File: src/rtl/interconnect_pipe.sv
// interconnect_pipe
//   Registered 1-to-N memory-mapped bus decoder between one control-bus
//   master and NUM_PORTS peripheral register blocks. A request is sampled
//   in IDLE. Its address is decoded against the BASE/MASK map, with the
//   lowest index winning on overlap. The access is then replayed
//   downstream from registers, so no combinational path crosses the block.
//   Unmapped or read+write requests complete with DECODEERROR and never
//   touch a port. A hung peripheral is cut off after TIMEOUT_CYCLES strobe
//   cycles with SLVERR.
//
// Ports
//   clk, rst_n          clock, synchronous active-low reset
//   s0_bus_*            upstream master: addr/read/write/writedata/byteenable
//                       in; readdata/response/waitrequest out
//   m_bus_addr          shared latched address, low SLV_ADDR_W bits
//   m_bus_writedata     shared latched write data
//   m_bus_byteenable    shared latched byte enables
//   m_bus_read/write    one-hot per-port strobes (registered)
//   m_bus_readdata      per-port read data, port i at [32i+31:32i]
//   m_bus_response      per-port response, port i at [2i+1:2i]
//   m_bus_waitrequest   per-port waitrequest
//   err_count           saturating count of non-OKAY completions
module interconnect_pipe #(
    parameter int                      NUM_PORTS      = 10,
    parameter int                      SLV_ADDR_W     = 8,
    parameter logic [NUM_PORTS*32-1:0] BASE_LIST      = (NUM_PORTS*32)'({
        32'h0000_0F00, 32'h0000_0E00, 32'h0000_0D00, 32'h0000_0C00,
        32'h0000_0B00, 32'h0000_0A00, 32'h0000_0900, 32'h0000_0800,
        32'h0000_0700, 32'h0000_0600, 32'h0000_0500, 32'h0000_0400,
        32'h0000_0300, 32'h0000_0200, 32'h0000_0100, 32'h0000_0000}),
    parameter logic [NUM_PORTS*32-1:0] MASK_LIST      = {NUM_PORTS{32'hFFFF_FF00}},
    parameter int                      TIMEOUT_CYCLES = 255
) (
    input  logic                      clk,
    input  logic                      rst_n,
    input  logic [31:0]               s0_bus_addr,
    input  logic                      s0_bus_read,
    input  logic                      s0_bus_write,
    input  logic [31:0]               s0_bus_writedata,
    input  logic [3:0]                s0_bus_byteenable,
    output logic [31:0]               s0_bus_readdata,
    output logic [1:0]                s0_bus_response,
    output logic                      s0_bus_waitrequest,
    output logic [SLV_ADDR_W-1:0]     m_bus_addr,
    output logic [31:0]               m_bus_writedata,
    output logic [3:0]                m_bus_byteenable,
    output logic [NUM_PORTS-1:0]      m_bus_read,
    output logic [NUM_PORTS-1:0]      m_bus_write,
    input  logic [NUM_PORTS*32-1:0]   m_bus_readdata,
    input  logic [NUM_PORTS*2-1:0]    m_bus_response,
    input  logic [NUM_PORTS-1:0]      m_bus_waitrequest,
    output logic [7:0]                err_count
);

    localparam int PORT_W = (NUM_PORTS > 1) ? $clog2(NUM_PORTS) : 1;
    localparam int TMO_W  = (TIMEOUT_CYCLES > 1) ? $clog2(TIMEOUT_CYCLES + 1) : 1;

    localparam logic [1:0] RESP_OKAY   = 2'b00;
    localparam logic [1:0] RESP_SLVERR = 2'b10;
    localparam logic [1:0] RESP_DECERR = 2'b11;

    typedef enum logic [1:0] {IDLE, ACCESS, DONE} state_t;

    state_t                 state, state_next;
    logic [SLV_ADDR_W-1:0]  addr_reg, addr_next;
    logic [31:0]            wdata_reg, wdata_next;
    logic [3:0]             be_reg, be_next;
    logic                   write_reg, write_next;
    logic [PORT_W-1:0]      port_reg, port_next;
    logic [NUM_PORTS-1:0]   rd_strobe, rd_strobe_next;
    logic [NUM_PORTS-1:0]   wr_strobe, wr_strobe_next;
    logic [31:0]            rdata_reg, rdata_next;
    logic [1:0]             resp_reg, resp_next;
    logic [TMO_W-1:0]       tmo_reg, tmo_next;
    logic [7:0]             err_reg, err_next;

    logic                   hit;
    logic [PORT_W-1:0]      hit_idx;
    logic                   sel_wait;
    logic [31:0]            sel_rdata;
    logic [1:0]             sel_resp;
    logic [31:0]            tmo_plus;

    function automatic logic [7:0] err_bump(input logic [7:0] cnt, input logic [1:0] resp);
        if (resp != RESP_OKAY && cnt != 8'hFF) begin
            return cnt + 8'd1;
        end
        return cnt;
    endfunction

    // Address decode: scan downward so the lowest matching index is the last
    // one assigned and therefore wins on overlapping windows.
    always_comb begin
        hit     = 1'b0;
        hit_idx = '0;
        for (int i = NUM_PORTS - 1; i >= 0; i--) begin
            if ((s0_bus_addr & MASK_LIST[32*i +: 32]) == BASE_LIST[32*i +: 32]) begin
                hit     = 1'b1;
                hit_idx = PORT_W'(i);
            end
        end
    end

    // Mux the latched port's response signals.
    always_comb begin
        sel_wait  = 1'b1;
        sel_rdata = '0;
        sel_resp  = RESP_OKAY;
        for (int i = 0; i < NUM_PORTS; i++) begin
            if (port_reg == PORT_W'(i)) begin
                sel_wait  = m_bus_waitrequest[i];
                sel_rdata = m_bus_readdata[32*i +: 32];
                sel_resp  = m_bus_response[2*i +: 2];
            end
        end
    end

    assign tmo_plus = 32'(tmo_reg) + 32'd1;

    always_comb begin
        state_next     = state;
        addr_next      = addr_reg;
        wdata_next     = wdata_reg;
        be_next        = be_reg;
        write_next     = write_reg;
        port_next      = port_reg;
        rd_strobe_next = rd_strobe;
        wr_strobe_next = wr_strobe;
        rdata_next     = rdata_reg;
        resp_next      = resp_reg;
        tmo_next       = tmo_reg;
        err_next       = err_reg;

        case (state)
            IDLE: begin
                if (s0_bus_read || s0_bus_write) begin
                    addr_next  = s0_bus_addr[SLV_ADDR_W-1:0];
                    wdata_next = s0_bus_writedata;
                    be_next    = s0_bus_byteenable;
                    write_next = s0_bus_write;
                    port_next  = hit_idx;
                    tmo_next   = '0;
                    if ((s0_bus_read && s0_bus_write) || !hit) begin
                        // Decode error: answer locally, no downstream strobe.
                        rdata_next = '0;
                        resp_next  = RESP_DECERR;
                        err_next   = err_bump(err_reg, RESP_DECERR);
                        state_next = DONE;
                    end else begin
                        rd_strobe_next = '0;
                        wr_strobe_next = '0;
                        if (s0_bus_write) begin
                            wr_strobe_next[hit_idx] = 1'b1;
                        end else begin
                            rd_strobe_next[hit_idx] = 1'b1;
                        end
                        state_next = ACCESS;
                    end
                end
            end

            ACCESS: begin
                if (!sel_wait) begin
                    rdata_next     = write_reg ? 32'd0 : sel_rdata;
                    resp_next      = sel_resp;
                    err_next       = err_bump(err_reg, sel_resp);
                    rd_strobe_next = '0;
                    wr_strobe_next = '0;
                    state_next     = DONE;
                end else if (TIMEOUT_CYCLES != 0 && tmo_plus == 32'(TIMEOUT_CYCLES)) begin
                    // This strobe cycle was the last one allowed.
                    rdata_next     = '0;
                    resp_next      = RESP_SLVERR;
                    err_next       = err_bump(err_reg, RESP_SLVERR);
                    rd_strobe_next = '0;
                    wr_strobe_next = '0;
                    state_next     = DONE;
                end else begin
                    tmo_next = TMO_W'(tmo_plus);
                end
            end

            DONE: begin
                state_next = IDLE;
            end

            default: begin
                state_next = IDLE;
            end
        endcase
    end

    always_ff @(posedge clk) begin
        if (!rst_n) begin
            state     <= IDLE;
            addr_reg  <= '0;
            wdata_reg <= '0;
            be_reg    <= '0;
            write_reg <= 1'b0;
            port_reg  <= '0;
            rd_strobe <= '0;
            wr_strobe <= '0;
            rdata_reg <= '0;
            resp_reg  <= RESP_OKAY;
            tmo_reg   <= '0;
            err_reg   <= '0;
        end else begin
            state     <= state_next;
            addr_reg  <= addr_next;
            wdata_reg <= wdata_next;
            be_reg    <= be_next;
            write_reg <= write_next;
            port_reg  <= port_next;
            rd_strobe <= rd_strobe_next;
            wr_strobe <= wr_strobe_next;
            rdata_reg <= rdata_next;
            resp_reg  <= resp_next;
            tmo_reg   <= tmo_next;
            err_reg   <= err_next;
        end
    end

    assign s0_bus_waitrequest = (state != DONE);
    assign s0_bus_readdata    = rdata_reg;
    assign s0_bus_response    = resp_reg;
    assign m_bus_addr         = addr_reg;
    assign m_bus_writedata    = wdata_reg;
    assign m_bus_byteenable   = be_reg;
    assign m_bus_read         = rd_strobe;
    assign m_bus_write        = wr_strobe;
    assign err_count          = err_reg;

endmodule

File: config.mk
export PLATFORM = sky130hd
export DESIGN_NAME = interconnect_pipe
export DESIGN_NICKNAME = d
export VERILOG_FILES = /design/src/rtl/interconnect_pipe.sv
export SDC_FILE = /design/constraint.sdc
export NUM_CORES = 1
export LEC_CHECK = 0
export CAP_MARGIN = 10
export CELL_PAD_IN_SITES_DETAIL_PLACEMENT = 0
export CELL_PAD_IN_SITES_GLOBAL_PLACEMENT = 2
export CORE_MARGIN = 2
export CORE_UTILIZATION = 18
export CTS_CLUSTER_SIZE = 24
export DETAILED_ROUTE_END_ITERATION = 8
export GPL_TIMING_DRIVEN = 0
export PLACE_DENSITY = 0.88
export SYNTH_ARGS = -nofsm -noshare
export SYNTH_HDL_FRONTEND = slang
export SYNTH_SLANG_ARGS = --single-unit
File: constraint.sdc
create_clock -name clk -period 3.3 [get_ports clk]
set_input_delay 0.33 -clock clk [delete_from_list [all_inputs] [get_ports clk]]
set_output_delay 0.33 -clock clk [all_outputs]
set_load 0.02 [all_outputs]
== Word level (Yosys, flattened, before mapping) ==
Cells that the tools add are included.

* Register bits after elaboration: 121
* Output and inout port bits: 107

* Order comparisons: 2
* Eq/ne operators: 31
* Muxes and demuxes: 101
* Add/sub/neg operators: 2
* Reduce and logical (&&, ||, !) cells: 17

{| class="wikitable"
|+ Operators by type and width
! cell !! count
|-
| 2-to-1 mux 32 bit || 15
|-
| equality test 24 x 3 -> 1 bit (second input constant) || 4
|-
| 2-to-1 mux 8 bit || 12
|-
| 2-to-1 mux 10 bit || 8
|-
| one-hot mux 32 bit (2 select lines) || 1
|-
| equality test 24 x 2 -> 1 bit (second input constant) || 2
|-
| equality test 24 x 4 -> 1 bit (second input constant) || 2
|-
| 2-to-1 mux 4 bit || 10
|-
| one-hot mux 10 bit (2 select lines) || 2
|-
| 2-to-1 mux 2 bit || 17
|-
| logical NOT 32 bit || 1
|-
| one-hot mux 8 bit (2 select lines) || 2
|-
| 2-to-1 mux 1 bit || 31
|-
| equality test 24 x 1 -> 1 bit (second input constant) || 1
|-
| equality test 4 x 3 -> 1 bit (second input constant) || 4
|-
| != test 2 bit (second input constant) || 7
|-
| AND reduction 4 bit || 3
|-
| adder 8 x 1 -> 9 bit (second input constant) || 1
|-
| equality test 9 x 8 -> 1 bit (second input constant) || 1
|-
| != test 3 bit (second input constant) || 3
|-
| adder 8 x 1 -> 8 bit (second input constant) || 1
|-
| equality test 4 x 2 -> 1 bit (second input constant) || 2
|-
| equality test 4 bit (second input constant) || 2
|-
| != test 8 bit (second input constant) || 1
|-
| 14 further kinds || 20
|}

== Depth between registers and ports, before layout ==
Gate-level depths: netlist of run 1.

* Depth after elaboration: 20
* Gate-level depth with buffers: 11
* Gate-level depth less buffers: 8

== Least setup slack after synthesis of run 1 ==
Ideal clock, no wire load.

* Path type: register to register
* From: reg port_reg[3]
* To: reg err_reg[7] (netlist: err_count[7])
* Setup slack: 991 ps
* Data arrival time: 2177 ps
* Clock period less this slack: 2309 ps
* Path buffers: 4
* Stages on the path, launching flop included: 11
* Path through: dfxtp_1 buf_4 or3b_1 buf_2 a211oi_2 a21oi_2 buf_6 a211o_1 buf_2 o41ai_2 a21oi_1

* Longest elaborated chain between the ends: 18

{| class="wikitable"
|+ Ends and longest elaborated chain
! what !! RTL line !! text
|-
| start, declared || 69 || <nowiki>logic [PORT_W-1:0] port_reg, port_next;</nowiki>
|-
| start signal, assigned || 213 || <nowiki>port_reg <= port_next;</nowiki>
|-
| logical NOT 4 bit || 110 || <nowiki>if (port_reg == PORT_W'(i)) begin</nowiki>
|-
| 2-to-1 mux 2 bit (10 in series) || 110 ||
|-
| nonzero test 2 bit || 85 || <nowiki>if (resp != RESP_OKAY && cnt != 8'hFF) begin</nowiki>
|-
| logical AND 1 bit || 85 ||
|-
| 2-to-1 mux 1 bit || 85 ||
|-
| 2-to-1 mux 1 bit || 163 || <nowiki>if (!sel_wait) begin</nowiki>
|-
| 2-to-1 mux 1 bit || 134 || <nowiki>case (state)</nowiki>
|-
| != test 3 bit (no source line) || n/a ||
|-
| AND reduction 7 bit (no source line) || n/a ||
|-
| end signal, assigned || 219 || <nowiki>err_reg <= err_next;</nowiki>
|-
| end, declared || 75 || <nowiki>logic [7:0] err_reg, err_next;</nowiki>
|}

Parallel ways exist; a longest one is shown, timed or not. The select of a mux whose other input is x is not followed.
A chain may end at the register's enable or synchronous reset.

== Worst setup path in the final report of run 1 ==
* From: reg port_reg[2]
* To: reg rdata_reg[5] (netlist: s0_bus_readdata[5])

* Longest elaborated chain between the ends: 14

{| class="wikitable"
|+ Ends and longest elaborated chain
! what !! RTL line !! text
|-
| logical NOT 4 bit || 110 ||
|-
| 2-to-1 mux 32 bit (10 in series) || 110 ||
|-
| 2-to-1 mux 32 bit || 164 || <nowiki>rdata_next = write_reg ? 32'd0 : sel_rdata;</nowiki>
|-
| 2-to-1 mux 32 bit || 163 ||
|-
| one-hot mux 32 bit (2 select lines) || 134 ||
|-
| end signal, assigned || 216 || <nowiki>rdata_reg <= rdata_next;</nowiki>
|-
| end, declared || 72 || <nowiki>logic [31:0] rdata_reg, rdata_next;</nowiki>
|}

Parallel ways exist; a longest one is shown, timed or not.

==> flow_metrics.tcl, run 1 <==
set metrics [dict create \
    clk_latency_ns 0.44 \
    seq_area_frac_synth_pct 32.6 \
    fmax_mhz 310 \
    clock-sinks 121 \
    crit_required_ns 3.63 \
    port-buffer-count 526 \
    start_util_pct 18.2 \
    placed_area_sq_um 13400 \
    postCtsHoldBufs 0 \
    fin_worst_skew_ns 0.0103 \
    postRouteAntennaNets 0 \
    arrival_ns 3.55 \
    ir_drop_v 0.000349 \
    placed_cells 2018 \
    grt_pass1_vias 10100 \
    die-area_sq_um 42900 \
    fp.coreArea_sq_um 40800 \
    syn_to_final_growth_pct 88.4 \
    tns_ns 0 \
    rsz0062_at_grt "false" \
    pwr-share-clk_pct 41.9 \
    hold_viol 0 \
    p_per_area_nw_per_um2 308 \
    maxCapViolCount 0 \
    drive_above_1_share_pct 5.07 \
    finalCritPeriodShare_pct 97.7 \
    cts_tree "built" \
    ys_async_sr_fraction_pct 0 \
    layout.cells.non_filler 2056 \
    htreeDepth 4 \
    worstPathMaxFanout 10 \
    worst_slew_pin_slew_ns 1.02 \
    power_switching_mw 1.22 \
    yosysTopAreaCellShare_pct 32.6 \
    die_x_um 207 \
    wire_per_inst_um 23.8 \
    netlist.top_cell.by_area "dfxtp_1" \
    p_seq_share_pct 35.7 \
    gp_congestion 0.930 \
    slew_headroom_pct 32.2 \
    setup_violations 0 \
    yosys-top-cells-area "dfxtp_1 (33%), mux2i_1 (8.3%), nand2_1 (8.2%)" \
    dp_hpwl_mm 40.4 \
    vias 9911 \
    finalNetCount 1931 \
    antenna_found_initial 8 \
    pwr-share-comb_pct 22.4 \
    initialDrtViolationCount 585 \
    numCtsBuffers 17 \
    slew_violations 0 \
    leakage_nw 4.87 \
    power.internal_mw 3.08 \
    dr.pass1.iters 5 \
    synth_edf_count 0 \
    crit_path_end_kind "flip-flop" \
    overflow 0 \
    yosysUniqueCellTypes 66 \
    pin_count 529 \
    clkTransAtPathRegs_ns 0.07 \
    seqCellArea_sq_um 2420 \
    syn_nets 1383 \
    period_needed_ns 3.22 \
    cts_root_buf "clkbuf_16" \
    status "completed" \
    min-delay-path-class "primary input to flip-flop" \
    ys_ff_latch 121 \
    syn_inst 958 \
    routed_wl_mm 49.0 \
    cts_buffer_depth 2 \
    ys.flop_type "dfxtp_1" \
    hold_slack_ns 0.326 \
    synth_area_per_cell_sq_um 7.76 \
    synth_warnings 0 \
    startpoint_type "flip-flop" \
    crit_type "flip-flop to flip-flop" \
    final_area_sq_um 14000 \
    fillCellCount 4273 \
    switching_share_pct 28.4 \
    via_per_inst 4.82 \
    synth_area_sq_um 7430 \
    grt_start_max_net_pins 17 \
    multi_input_area_sq_um 4650 \
    die_h_um 207 \
    grt_pass1_wl_mm 69.4 \
    drc 0 \
    rows 74 \
    grt_usage_pct 22.1 \
]
==> Yosys cell counts (3+ instances only) <==
cell type	count
mux2i_1	62
nand3_1	33
a221oi_1	25
nand4_1	8
nor2_1	84
nand2b_1	18
a31oi_1	3
o21a_1	5
o211ai_1	3
clkbuf_1	58
a21o_1	5
buf_1	3
a32o_1	3
nor4_1	33
o2bb2ai_1	24
dfxtp_1	121
o22ai_1	27
buf_6	5
a22oi_1	22
inv_1	11
nand2_1	162
o21ai_0	15
nor3_1	9
a22o_1	24
nor2b_1	8
and2_1	3
a222oi_1	6
a21oi_1	81
o221ai_1	3
ha_1	3
buf_2	15
and3_1	11
a2111oi_0	25
==> routing by layer <==
| layer | up-vias | GRT usage, % | routed length, um |
|---|---|---|---|
| met2 | 418 | 40.3 | 25000 |
| met3 | 54 | 4.96 | 3110 |
| met1 | 4734 | 25.5 | 19900 |
| met5 | - | 0 | 27 |
| li1 | 4701 | - | - |
| met4 | 4 | 6.55 | 981 |
==> layout by cell type, fill, tap and decap left out, drive strengths merged, types with 24 or more instances in the layout <==
| cell | instances |
|---|---|
| clkdlybuf4s50 | 526 |
| nand2 | 162 |
| dfxtp | 121 |
| nor2 | 84 |
| a21oi | 82 |
| clkbuf | 76 |
| mux2i | 62 |
| nor4 | 34 |
| nand3 | 33 |
| buf | 28 |
| o22ai | 27 |
| a2111oi | 27 |
| a221oi | 25 |
| a22o | 24 |
| o2bb2ai | 24 |
==> stage by stage <==
stage / power (mW) / utilization (%) / setup WS, ns
floorplan: 1.82 / - / 0.991
global placement: 2.53 / 32.7 / -1.13
detailed placement: 2.53 / 32.8 / -0.318
CTS: 4.38 / 34.2 / 0.0317
global route: 4.49 / 34.3 / 0.0207
finish: 4.31 / 34.3 / 0.0771
==> logic make-up (layout without fill, tap and decap cells) <==
group	Yosys count	after routing	share of synthesized area, %
other	0	5	0
adders and majority gates	3	3	0.505
buffers and inverters	95	656	5.66
DFF	121	121	32.6
muxes	62	62	8.35
and+or+nand+nor	389	389	24.7
xor gates and xnor gates	2	2	0.236
AOI/OAI and AO/OA	286	286	28.0
==> layout make-up <==
cell class	instances	area share (%)
timing repair buffer	529	37.8
clock inverter	14	0.822
clock buffer	18	3.06
multi-input combinational	742	33.2
antenna	5	0.0893
sequential	121	17.3
inverter	12	0.322
tap	532	4.75
buffer	83	2.72
==> critical path, cell delays in order, from the launching register on <==
cell	delay (ns)
dfxtp_1	0.44
buf_2	0.28
buf_2	0.28
nor4b_4	0.10
buf_6	0.17
a222oi_1	0.43
a21oi_1	0.21
a2111oi_1	0.62
o22ai_1	0.26
a32o_1	0.31
==> path summary, 6_finish.rpt <==
check	start	to	slack [ns]	cells past startpoint
worst max register to register	port_reg[2]	s0_bus_readdata[5]	0.08	9
worst min register to register	m_bus_writedata[22]	m_bus_writedata[22]	0.45	2
worst min-delay path	s0_bus_read	write_reg	0.33	4
worst max-delay path	port_reg[2]	s0_bus_readdata[5]	0.08	9
==> repair_timing <==
item / 4_1_cts / 5_1_grt
buffers inserted: 1 / 0
endpoints found under the setup margin: 24 / 7
gates resized for setup: 6 / 9
hold endpoints to repair: 0 / 0
pin swaps: 1 / 0
==> power by group through the flow <==
stage,Sequential [mW],Clock (mW),Combinational [mW]
6_report,1.54,1.81,0.966
5_1_grt,1.54,1.92,1.03
4_1_cts,1.54,1.87,0.973
3_5_place_dp,1.57,0,0.966
3_3_place_gp,1.57,0,0.963
2_1_floorplan,1.62,0,0.206
No activity file was read; power rests on OpenSTA's default activity.
==> inputs of run 2 (changes only) <==
- ABC_CLOCK_PERIOD_IN_PS: not set -> 3300
- SLEW_MARGIN: not set -> 20
==> flow_metrics.tcl, run 2 (synthesized netlist as in run 1, its figures left out) <==
set metrics [dict create \
    fp.coreArea_sq_um 40800 \
    clock-sinks 121 \
    port-buffer-count 526 \
    antenna_found_initial 10 \
    die_x_um 207 \
    dr.pass1.iters 5 \
    final.setup.worst_slack_ns 0.0612 \
    arrival_ns 3.55 \
    htreeDepth 4 \
    period_needed_ns 3.24 \
    vias 9833 \
    final_common_cell "clkdlybuf4s50_1" \
    r2r_slack_ns 0.06 \
    die_h_um 207 \
    dp_hpwl_mm 40.5 \
    worstPathMaxFanout 10 \
    gp_congestion 0.930 \
    crit_type "flip-flop to flip-flop" \
    power.internal_mw 3.48 \
    p_seq_share_pct 33.0 \
    tns_ns 0 \
    min-delay-path-class "primary input to flip-flop" \
    grt_usage_pct 22.0 \
    hold_path_depth 4 \
    mostFrequentLayoutCells "clkdlybuf4s50_1 (526), nand2_1 (162), dfxtp_1 (121), nor2_1 (83), a21oi_1 (81)" \
    cts_root_buf "clkbuf_16" \
    worst_slew_pin_slew_ns 1.08 \
    place_ws_ns -0.296 \
    cts_buffer_depth 2 \
    overflow 0 \
    initialDrtViolationCount 453 \
    worstSetupEndpoint "s0_bus_readdata[4]" \
    clk_latency_ns 0.44 \
    crit_required_ns 3.61 \
    cts_tree "built" \
    postRouteAntennaNets 0 \
    die-area_sq_um 42900 \
    start_util_pct 18.2 \
    power_switching_mw 1.18 \
    pwr-share-comb_pct 20.8 \
    pwr-share-clk_pct 46.2 \
    setup_violations 0 \
    r2r-start "port_reg[0]" \
    hold_viol 0 \
    crit_path_end_kind "flip-flop" \
    ir_drop_v 0.000369 \
    maxCapViolCount 0 \
    reg2reg_to "s0_bus_readdata[4]" \
    via_per_inst 4.77 \
    drt-met1-wl_mm 19.5 \
    syn_to_final_growth_pct 90.2 \
    routed_wl_mm 48.9 \
    dr_wl_met2_mm 25.0 \
    pin_count 529 \
    clkTransAtPathRegs_ns 0.07 \
    slew_headroom_pct 27.9 \
    grt_start_max_net_pins 17 \
    status "completed" \
    slew_violations 0 \
    rsz0062_at_grt "true" \
    cp-startpoint "port_reg[0]" \
    leakage_nw 4.94 \
    rows 74 \
    drive_above_1_share_pct 5.20 \
    finalNetCount 1932 \
    drc 0 \
    finalCritPeriodShare_pct 98.1 \
    met3WireLength_mm 3.27 \
    fin_worst_skew_ns 0.00938 \
    switching_share_pct 25.4 \
    wire_per_inst_um 23.7 \
    grt_pass1_wl_mm 69.2 \
    fmax_mhz 309 \
    reg2regPathDepth 10 \
    grt_pass1_vias 10100 \
    startpoint_type "flip-flop" \
    p_per_area_nw_per_um2 329 \
    numCtsBuffers 17 \
    top_layer_used "met5" \
]
[run 2: metal layers]
layer | vias to the layer above | global-route usage, %
li1 | 4701 | -
met1 | 4644 | 24.7
met2 | 438 | 39.3
met3 | 48 | 5.66
met4 | 2 | 8.99
met5 | - | 0
[run 2: power groups by stage]
stage | combinational (mW) | clock, mW | sequential (mW)
CTS | 0.974 | 2.22 | 1.54
global route | 1.03 | 2.26 | 1.54
detailed placement | 0.967 | 0 | 1.57
floorplan | 0.206 | 0 | 1.62
global placement | 0.963 | 0 | 1.57
finish | 0.968 | 2.15 | 1.54
[run 2: timing repair]
| item | CTS | global route |
|---|---|---|
| endpoints found under the setup margin | 24 | 10 |
| hold buffers | 0 | 0 |
| hold endpoints to repair | 0 | 0 |
| resized for setup | 5 | 9 |
| setup buffers | 1 | 0 |
| pin swaps | 1 | 0 |
[run 2: worst min path at each step]
| stage | slack [ns] | end | from |
|---|---|---|---|
| after floorplan | 0.47 | m_bus_addr[0] | s0_bus_addr[0] |
| after global placement | 0.44 | s0_bus_readdata[0] | s0_bus_readdata[0] |
| after global routing | 0.35 | write_reg | s0_bus_read |
| after CTS | 0.29 | write_reg | s0_bus_read |
| final | 0.33 | write_reg | s0_bus_read |
| after detailed placement | 0.45 | m_bus_writedata[12] | m_bus_writedata[12] |
[run 2: stage by stage]
stage	instance area, sq um	hold WS (ns)	utilization (%)	total power, mW	instances
after floorplan	7430	0.466	-	1.82	958
after global placement	13400	0.439	32.7	2.53	2016
after detailed placement	13400	0.447	32.9	2.54	2019
after CTS	14100	0.292	34.5	4.73	2051
after global routing	14100	0.349	34.6	4.83	2060
final	14100	0.334	34.6	4.66	2060
[run 2: layout make-up]
| type | instances | area, sq um |
|---|---|---|
| multi-input cells | 742 | 4650 |
| clock buffers | 18 | 439 |
| well taps | 532 | 666 |
| repair buffers | 530 | 5300 |
| clock inverters | 13 | 218 |
| flip-flops and latches | 121 | 2420 |
| plain buffers | 83 | 379 |
| fillers | 4328 | 26700 |
| inverters | 12 | 45.0 |
| diodes | 9 | 22.5 |
[run 2: critical path, cell delays in order (launching register included)]
cell	delay (ns)
dfxtp_1	0.30
buf_2	0.21
buf_2	0.28
buf_6	0.19
buf_2	0.31
nand3_2	0.37
clkbuf_1	0.39
nor2_1	0.32
nor4_1	0.11
a2111oi_1	0.46
o2bb2ai_1	0.14
